--- config.mk ---
export PLATFORM = sky130hd
export DESIGN_NAME = booth_radix4_multiplier
export DESIGN_NICKNAME = d
export VERILOG_FILES = /design/src/rtl/booth_pkg.sv /design/src/rtl/booth_radix4_recoder.sv /design/src/rtl/booth_radix4_multiplier.sv
export SDC_FILE = /design/constraint.sdc
export NUM_CORES = 1
export LEC_CHECK = 0
export BUFFER_PORTS_ARGS = -buffer_cell sky130_fd_sc_hd__clkbuf_2
export CAP_MARGIN = 20
export CELL_PAD_IN_SITES_DETAIL_PLACEMENT = 1
export CELL_PAD_IN_SITES_GLOBAL_PLACEMENT = 2
export CORE_UTILIZATION = 39
export DETAILED_ROUTE_END_ITERATION = 8
export PLACE_DENSITY_LB_ADDON = 0.1
export SETUP_SLACK_MARGIN = 0.15
export SYNTH_ARGS = -nofsm -noshare
export SYNTH_HDL_FRONTEND = slang
export SYNTH_SLANG_ARGS = --single-unit
--- constraint.sdc ---
create_clock -name CLK100MHZ -period 11.4 [get_ports CLK100MHZ]
set_input_delay 1.14 -clock CLK100MHZ [delete_from_list [all_inputs] [get_ports CLK100MHZ]]
set_output_delay 1.14 -clock CLK100MHZ [all_outputs]
set_load 0.05 [all_outputs]
--- src/rtl/booth_pkg.sv ---
// -----------------------------------------------------------------------------
// booth_pkg
// Shared types and helpers for the radix-4 Booth multiplier family.
//   state_t       : control states of the sequential multiplier
//   booth_op_t    : partial-product selection for one radix-4 digit
//   booth_recode  : maps a 3-bit overlapping multiplier group to a booth_op_t
// -----------------------------------------------------------------------------
`timescale 1ns/1ps

package booth_pkg;

  typedef enum logic [1:0] {
    IDLE = 2'd0,
    RUN  = 2'd1,
    DONE = 2'd2
  } state_t;

  typedef enum logic [2:0] {
    OP_ZERO = 3'd0,
    OP_ADD1 = 3'd1,
    OP_ADD2 = 3'd2,
    OP_SUB1 = 3'd3,
    OP_SUB2 = 3'd4
  } booth_op_t;

  // Group is {q[i+1], q[i], q[i-1]}; the digit value is -2*q[i+1] + q[i] + q[i-1].
  function automatic booth_op_t booth_recode(input logic [2:0] grp);
    booth_op_t op;
    case (grp)
      3'b001, 3'b010: op = OP_ADD1;
      3'b011:         op = OP_ADD2;
      3'b100:         op = OP_SUB2;
      3'b101, 3'b110: op = OP_SUB1;
      default:        op = OP_ZERO;  // 000, 111
    endcase
    return op;
  endfunction

endpackage

--- src/rtl/booth_radix4_recoder.sv ---
// -----------------------------------------------------------------------------
// booth_radix4_recoder
// Combinational radix-4 Booth digit recoder. Kept as its own block so array or
// pipelined multiplier variants can instantiate one per digit.
//   grp : {q[1], q[0], q[-1]} overlapping multiplier bits
//   op  : selected partial-product operation
// -----------------------------------------------------------------------------
`timescale 1ns/1ps

module booth_radix4_recoder
  import booth_pkg::*;
(
  input  logic [2:0] grp,
  output booth_op_t  op
);

  assign op = booth_recode(grp);

endmodule

--- src/rtl/booth_radix4_multiplier.sv ---
// -----------------------------------------------------------------------------
// booth_radix4_multiplier
// Sequential radix-4 Booth multiplier, two multiplier bits retired per cycle.
// Signed or unsigned operation is chosen per transaction.
//   CLK100MHZ   : clock, rising edge
//   reset       : asynchronous active-low reset
//   in_valid    : operands present          in_ready  : operands can be taken
//   signed_mode : 1 = two's complement, 0 = unsigned
//   A / B       : multiplicand / multiplier (WIDTH bits)
//   out_valid   : product valid             out_ready : consumer takes product
//   P           : 2*WIDTH-bit product, held until the next product completes
//   busy        : high while an operation is in flight (RUN or DONE)
// WIDTH must be even and at least 4.
// -----------------------------------------------------------------------------
`timescale 1ns/1ps

module booth_radix4_multiplier
  import booth_pkg::*;
#(
  parameter int WIDTH = 8
) (
  input  logic                 CLK100MHZ,
  input  logic                 reset,
  input  logic                 in_valid,
  output logic                 in_ready,
  input  logic                 signed_mode,
  input  logic [WIDTH-1:0]     A,
  input  logic [WIDTH-1:0]     B,
  output logic                 out_valid,
  input  logic                 out_ready,
  output logic [2*WIDTH-1:0]   P,
  output logic                 busy
);

  // Operands are extended by two bits so an unsigned operand is a positive
  // number to the Booth recoder and the multiplier splits into whole digits.
  localparam int ITER  = WIDTH / 2 + 1;
  localparam int EW    = WIDTH + 2;        // extended operand width
  localparam int AW    = WIDTH + 4;        // accumulator, holds +/-2M with headroom
  localparam int SW    = AW + EW + 1;      // {acc, q, q_-1}
  localparam int CNT_W = $clog2(ITER);
  localparam logic [CNT_W-1:0] LAST_STEP = CNT_W'(ITER - 1);

  state_t               state;
  logic [CNT_W-1:0]     step_cnt;
  logic [EW-1:0]        m_reg;
  logic [EW-1:0]        q_reg;
  logic [AW-1:0]        acc;
  logic                 q_m1;
  logic [2*WIDTH-1:0]   p_reg;

  booth_op_t            op;
  logic [AW-1:0]        m_ext;
  logic [AW-1:0]        addend;
  logic [AW-1:0]        acc_sum;
  logic signed [SW-1:0] shift_in;
  logic [SW-1:0]        shift_out;

  function automatic logic [EW-1:0] extend(input logic [WIDTH-1:0] v, input logic s);
    return {{2{s & v[WIDTH-1]}}, v};
  endfunction

  booth_radix4_recoder u_recoder (
    .grp ({q_reg[1:0], q_m1}),
    .op  (op)
  );

  // One Booth step: add the selected multiple, then shift the whole
  // {acc, q, q_-1} chain right by two keeping the accumulator's sign.
  always_comb begin
    // NOTE: every variable gets a value before the case so no path leaves
    // one unassigned, which would otherwise infer a latch.
    addend = '0;
    m_ext  = {{2{m_reg[EW-1]}}, m_reg};
    case (op)
      OP_ADD1: addend = m_ext;
      OP_ADD2: addend = m_ext << 1;
      OP_SUB1: addend = -m_ext;
      OP_SUB2: addend = -(m_ext << 1);
      default: addend = '0;
    endcase
    acc_sum   = acc + addend;
    shift_in  = {acc_sum, q_reg, q_m1};
    shift_out = shift_in >>> 2;
  end

  always_ff @(posedge CLK100MHZ or negedge reset) begin
    if (!reset) begin
      // NOTE: the datapath registers are reset along with the control state
      // because P is architecturally visible and must read zero after reset.
      state    <= IDLE;
      step_cnt <= '0;
      m_reg    <= '0;
      q_reg    <= '0;
      acc      <= '0;
      q_m1     <= 1'b0;
      p_reg    <= '0;
    end else begin
      // NOTE: non-blocking assignments so every register here updates from
      // the values present before the edge, independent of statement order.
      case (state)
        IDLE: begin
          if (in_valid) begin
            m_reg    <= extend(A, signed_mode);
            q_reg    <= extend(B, signed_mode);
            acc      <= '0;
            q_m1     <= 1'b0;
            step_cnt <= '0;
            state    <= RUN;
          end
        end
        RUN: begin
          acc   <= shift_out[SW-1 -: AW];
          q_reg <= shift_out[EW:1];
          q_m1  <= shift_out[0];
          if (step_cnt == LAST_STEP) begin
            // After the last shift all multiplier bits have left q, so the
            // low 2*WIDTH bits of {acc, q} are the finished product.
            p_reg <= shift_out[2*WIDTH:1];
            state <= DONE;
          end else begin
            step_cnt <= step_cnt + 1'b1;
          end
        end
        DONE: begin
          if (out_ready) state <= IDLE;
        end
        default: state <= IDLE;
      endcase
    end
  end

  assign in_ready  = (state == IDLE);
  assign out_valid = (state == DONE);
  assign busy      = (state != IDLE);
  assign P         = p_reg;

endmodule

==> results.toml, run 1 <==
[status]
status = "finished clean"

[synthesis]
syn-cell-area_sq_um = 3170
syn_nets = 384
ys_ff_latch = 51
synthCells = 348
ys.flop_type = "dfrtp_1"
synth_edf_count = 0
ys_seq_area_frac = 0.403
syn_avg_cell_area_sq_um = 9.10
yosysUniqueCellTypes = 49
async_flop_share = 1.00
yosysWarnings = 0

[worst_setup_path]
critical_path_class = "reg -> reg"
worst_setup_path_start_kind = "flop"
path_delay_family = "simple AND/OR/NAND/NOR gates"
reg2reg_depth = 14
crit_top_cell = "ha_1"
r2r-end = "acc[10]$_DFFE_PN0P_"
endpoint_kind = "flop"
crit_required_ps = 11640
path_max_fanout = 6
cp_slowest_cell = "mux4_2"
path_cells = "inv_1 > ha_1 > or3b_1 > nor3_2 > xor2_1 > a21oi_1 > mux4_2 > ha_1 > and2_1 > o41ai_1 > a311oi_1 > xnor2_1 > or3_1 > nand3_1"
r2r_start = "m_reg[0]$_DFFE_PN0P_"
r2r_slack_ps = 7440
critPathMaxStageDelay_ps = 490
arrival_ps = 4200
cp_num_buf_inv = 1

[drt]
drt-total-wl_um = 7690
ant_nets = 0
wl_per_cell_um = 16.0
drt_iter0_drc = 90
viasPerCell = 5.38
drt-pass1-iter-count = 4
drc_errors = 0
vias = 2578

[placement]
hpwl_um = 5540
placed_area_sq_um = 3410
port_buffers = 39
dpl.cell_count = 471
routabilityCongestion = 0.799

[clock_tree]
tritoncts = "done"
clock_sinks = 51
cts_hold_buf = 0
post_cts_buffers = 0
ctsResizeCount = 0
clk_pin_slew_worst_paths_ps = 100
cts_max_level = 2
root_buffer = "clkbuf_8"
clk-insertion-delay-late_ps = 300
cts_buffers = 5
clk_path_buf_depth = 2

[die]
dieArea_sq_um = 8480
dieHeight_um = 92.1
chipWidth_um = 92.1
coreArea_sq_um = 7810
start_util = 0.405
top_level_ports = 40
rows = 32

[final_layout]
mostFrequentLayoutCells = "51 x dfrtp_1, 47 x nand2_1, 39 x clkbuf_2, 26 x o21ai_0, 25 x a21oi_1"
n_fill_cell = 954
nets = 412
area_growth_syn_to_layout_pct = 11.7
antenna_cells = 0
layout_commonest_cell = "dfrtp_1"
layout-drive-gt1-share = 0.194
fin_area_sq_um = 3540
largest_register_ffs = 16
multi_input_area_sq_um = 1730
final_cell_count_no_fill = 479
ff_latch_area_sq_um = 1280

[worst_hold_path]
whs_path_depth = 2
hold_path.class = "reg -> reg"
hold_path_end = "P[11]$_DFFE_PN0P_"
min-delay-start = "P[11]$_DFFE_PN0P_"

[timing]
fin_crit_sh = 0.347
fin_skew_ps = 7.99
worst_pin_slew_ps = 905
setup_viol = 0
rsz0062_at_grt = "false"
setup_tns_ps = 0
slew_violations = 0
relSlewSlack = 0.395
hold_viol = 0
min_period_ps = 3960
fmax_mhz = 253

[global_routing]
grt_pass1_wl_um = 13100
gr-total-overflow = 0
grt_pass1_vias = 2644
grt_antenna_before_repair = 0
grt_max_degree = 52
grt_usage = 0.195

[job]
cap_viol_max_count = 0
-- Yosys cell counts (2+ instances only) --
cell type  instances  area [sq um]
mux2_2            17           191
inv_1             15          56.3
a22oi_1            3          22.5
o31ai_1            2          15.0
o211ai_1           9          67.6
buf_2              2          10.0
nor2_1            23          86.3
ha_1              14           175
a311oi_1           3          26.3
nor2b_1            4          25.0
xnor2_1            8          70.1
o41ai_1            2          17.5
nor3_1             3          15.0
xor2_1             9          78.8
clkbuf_1          15          56.3
o21ai_0           26           130
a21oi_1           25           125
o21a_1             2          15.0
a21o_1             4          30.0
or3_1              2          12.5
nand2b_1           7          43.8
mux2i_1            7          70.1
buf_4              2          15.0
and2_1             3          18.8
dfrtp_1           51          1280
nand2_1           47           176
o22ai_1           10          62.6
nor4_2             2          25.0
nand3_1           10          50.1
a221oi_1           2          17.5
-- how the worst max path moves through the flow --
| stage | from | end | slack, ps | cells after the start |
|---|---|---|---|---|
| after global routing | m_reg[0]$_DFFE_PN0P_ | acc[10]$_DFFE_PN0P_ | 7150 | 14 |
| final | m_reg[0]$_DFFE_PN0P_ | acc[10]$_DFFE_PN0P_ | 7440 | 14 |
| after global placement | m_reg[0]$_DFFE_PN0P_ | acc[10]$_DFFE_PN0P_ | 7590 | 14 |
| after detailed placement | m_reg[0]$_DFFE_PN0P_ | acc[10]$_DFFE_PN0P_ | 7470 | 14 |
| after floorplan | m_reg[0]$_DFFE_PN0P_ | acc[10]$_DFFE_PN0P_ | 7830 | 14 |
| after CTS | m_reg[0]$_DFFE_PN0P_ | acc[10]$_DFFE_PN0P_ | 7440 | 14 |
-- routing by layer --
metal / wire (um) / track usage / up-vias / share of wire
met5: 0 / 0 / - / 0
met1: 3750 / 0.269 / 1264 / 0.49
li1: - / - / 1282 / -
met4: 41 / 0.0352 / 0 / 0.0053
met2: 3720 / 0.328 / 30 / 0.48
met3: 180 / 0.0290 / 2 / 0.023
-- final cells by class --
cell class	count	share of cell area
clock inverters	2	0.0110
flip-flops and latches	51	0.361
repair buffers	42	0.0616
well taps	102	0.0361
multi-input cells	260	0.490
clock buffers	6	0.0234
inverters	16	0.0170
-- tightest hold or removal path, cell delays in order (launching register included) --
cell,delay [ps]
dfrtp_1,350
nand2_1,40
o21ai_0,60
-- logic make-up (layout without fill, tap and decap cells) --
family                   Yosys count  in the layout  share of synthesized area
AO/OA/AOI/OAI                     95             95                      0.186
XOR/XNOR                          17             17                     0.0470
adder cells (fa/ha/maj)           15             15                     0.0617
buffers and inverters             37             66                     0.0494
flip-flops                        51             51                      0.403
multiplexers                      25             25                     0.0897
AND/OR/NAND/NOR                  108            108                      0.163
-- metrics by stage --
step	util	setup WS (ps)	hold WS, ps
2_1_floorplan	-	7830	457
3_3_place_gp	0.437	7590	464
3_5_place_dp	0.437	7470	475
4_1_cts	0.453	7440	498
5_1_grt	0.453	7150	534
6_report	0.453	7440	491
Power of run 1 is left out: the tool's default activity adds up to more than one toggle a clock period on the data nets, which glitch-free logic cannot reach.
==> run 2: changes to the inputs <==
CORE_UTILIZATION = 36   (was 39)
clock period = 4 ns   (was 11.4 ns; I/O delays follow)
==> run 2 against run 1 <==
  * Core utilization decreased by 1.1 points
  * Routed wire length increased by 5.9%
  * Maximum frequency is 3.4% higher
  * Register-to-register slack lost 7300 ps
  * Die area is 8.1% higher
  * Critical path depth increased by 2
  * Worst setup slack lost 7300 ps
  * Final area rose by 4.8%
  * Non-clock buffer count grew 18
  * Clock skew up 6.6 ps
  * Flip-flop and latch count is the same
  * Largest cell class unchanged
==> results.toml, run 2 (synthesis gave the netlist of run 1 again) <==
[timing]
relSlewSlack = 0.364
fin_skew_ps = 14.6
fin_crit_sh = 0.957
hold_viol = 0
setup_viol = 0
slew_violations = 0
min_period_ps = 3830
fmax_mhz = 261
worst_pin_slew_ps = 951
rsz0062_at_grt = "true"

[worst_setup_path]
critPathMaxStageDelay_ps = 500
r2r_start = "m_reg[0]$_DFFE_PN0P_"
reg2reg_depth = 16
endpoint_kind = "flop"
critical_path_class = "reg -> reg"
path_cells = "inv_2 > ha_4 > or3b_4 > nor3_4 > xor2_2 > a21oi_2 > mux4_2 > ha_4 > buf_6 > o211ai_1 > a21oi_1 > o41ai_2 > a311oi_1 > xnor2_1 > or3_1 > nand3_1"
cp_num_buf_inv = 2
worst_setup_path_start_kind = "flop"
crit_top_cell = "ha_4"
cp-endpoint = "acc[10]$_DFFE_PN0P_"
cp-startpoint = "m_reg[0]$_DFFE_PN0P_"
crit_required_ps = 4260
crit_cells = 16
path_delay_family = "simple AND/OR/NAND/NOR gates"
cp_slowest_cell = "mux4_2"
r2r_slack_ps = 170
r2r-end = "acc[10]$_DFFE_PN0P_"
arrival_ps = 4090
path_max_fanout = 5

[final_layout]
area_growth_syn_to_layout_pct = 17.0
largest_register_ffs = 16
mostFrequentLayoutCells = "51 x dfrtp_1, 47 x nand2_1, 39 x clkbuf_2, 26 x o21ai_0, 24 x a21oi_1"
layout_commonest_cell = "dfrtp_1"
nets = 430
layout-drive-gt1-share = 0.253
antenna_cells = 0
final_cell_count_no_fill = 500

[clock_tree]
cts_buffers = 5
clock_sinks = 51
clk_pin_slew_worst_paths_ps = 120
clk-insertion-delay-late_ps = 320
clk_path_buf_depth = 2
tritoncts = "done"
cts_max_level = 2
root_buffer = "clkbuf_8"

[die]
dieArea_sq_um = 9170
chipWidth_um = 95.8
dieHeight_um = 95.8
rows = 33
coreArea_sq_um = 8380
top_level_ports = 40
start_util = 0.378

[drt]
drt-pass1-iter-count = 4
ant_nets = 0
viasPerCell = 5.41
wl_per_cell_um = 16.3
drt_iter0_drc = 60
drc_errors = 0
drt-total-wl_um = 8140
vias = 2707

[global_routing]
gr-total-overflow = 0
grt_usage = 0.193
grt_max_degree = 52
grt_pass1_vias = 2788
grt_antenna_before_repair = 0
grt_pass1_wl_um = 13500

[job]
cap_viol_max_count = 0

[status]
status = "finished clean"

[placement]
hpwl_um = 5770
dpl.cell_count = 481
routabilityCongestion = 0.759
port_buffers = 39

[worst_hold_path]
hold_path.class = "in -> async"
==> run 2: changes by cell type in the layout (fill, tap and decap cells not counted), moves of 2 or more <==
cell	delta
buf_4	+17
inv_1	-2
ha_1	-2
inv_2	+2
ha_4	+2
==> run 2: final cells by class <==
class,instances,area (sq um)
fillers,993,4680
multi-input cells,260,1790
flip-flops and latches,51,1280
repair buffers,60,357
well taps,105,131
clock buffers,5,68.8
inverters,16,60.1
clock inverters,3,23.8
==> run 2: worst min path at each step <==
| stage | to | slack, ps |
|---|---|---|
| 2_1_floorplan | P[0]$_DFFE_PN0P_ | 100 |
| 3_3_place_gp | P[13]$_DFFE_PN0P_ | 460 |
| 3_5_place_dp | P[11]$_DFFE_PN0P_ | 470 |
| 4_1_cts | q_reg[0]$_DFFE_PN0P_ | 220 |
| 5_1_grt | q_reg[4]$_DFFE_PN0P_ | 250 |
| 6_report | q_reg[9]$_DFFE_PN0P_ | 200 |
==> run 2: metal layers <==
metal / global-route usage / vias to the layer above / part of all wire
li1: - / 1328 / -
met1: 0.253 / 1350 / 0.48
met2: 0.333 / 24 / 0.49
met3: 0.0348 / 5 / 0.027
met4: 0.0398 / 0 / 0.0059
met5: 0 / - / 0
==> run 2: repair_timing <==
action	in CTS	in global routing
hold endpoints to repair	0	0
buffers inserted	0	11
hold buffers	0	0
resized for setup	1	11
setup endpoints to repair	1	2
pin swaps	0	9
==> run 2: stage by stage <==
stage	hold slack, ps	setup TNS [ps]	setup WS [ps]	instance area (sq um)	util
finish	202	0	173	3700	0.442
detailed placement	474	0	123	3470	0.414
CTS	223	0	167	3570	0.426
global placement	464	0	303	3470	0.414
global route	255	-29.3	-29.3	3700	0.442
floorplan	104	0	431	3170	-
Power of run 2 is left out for the same reason.
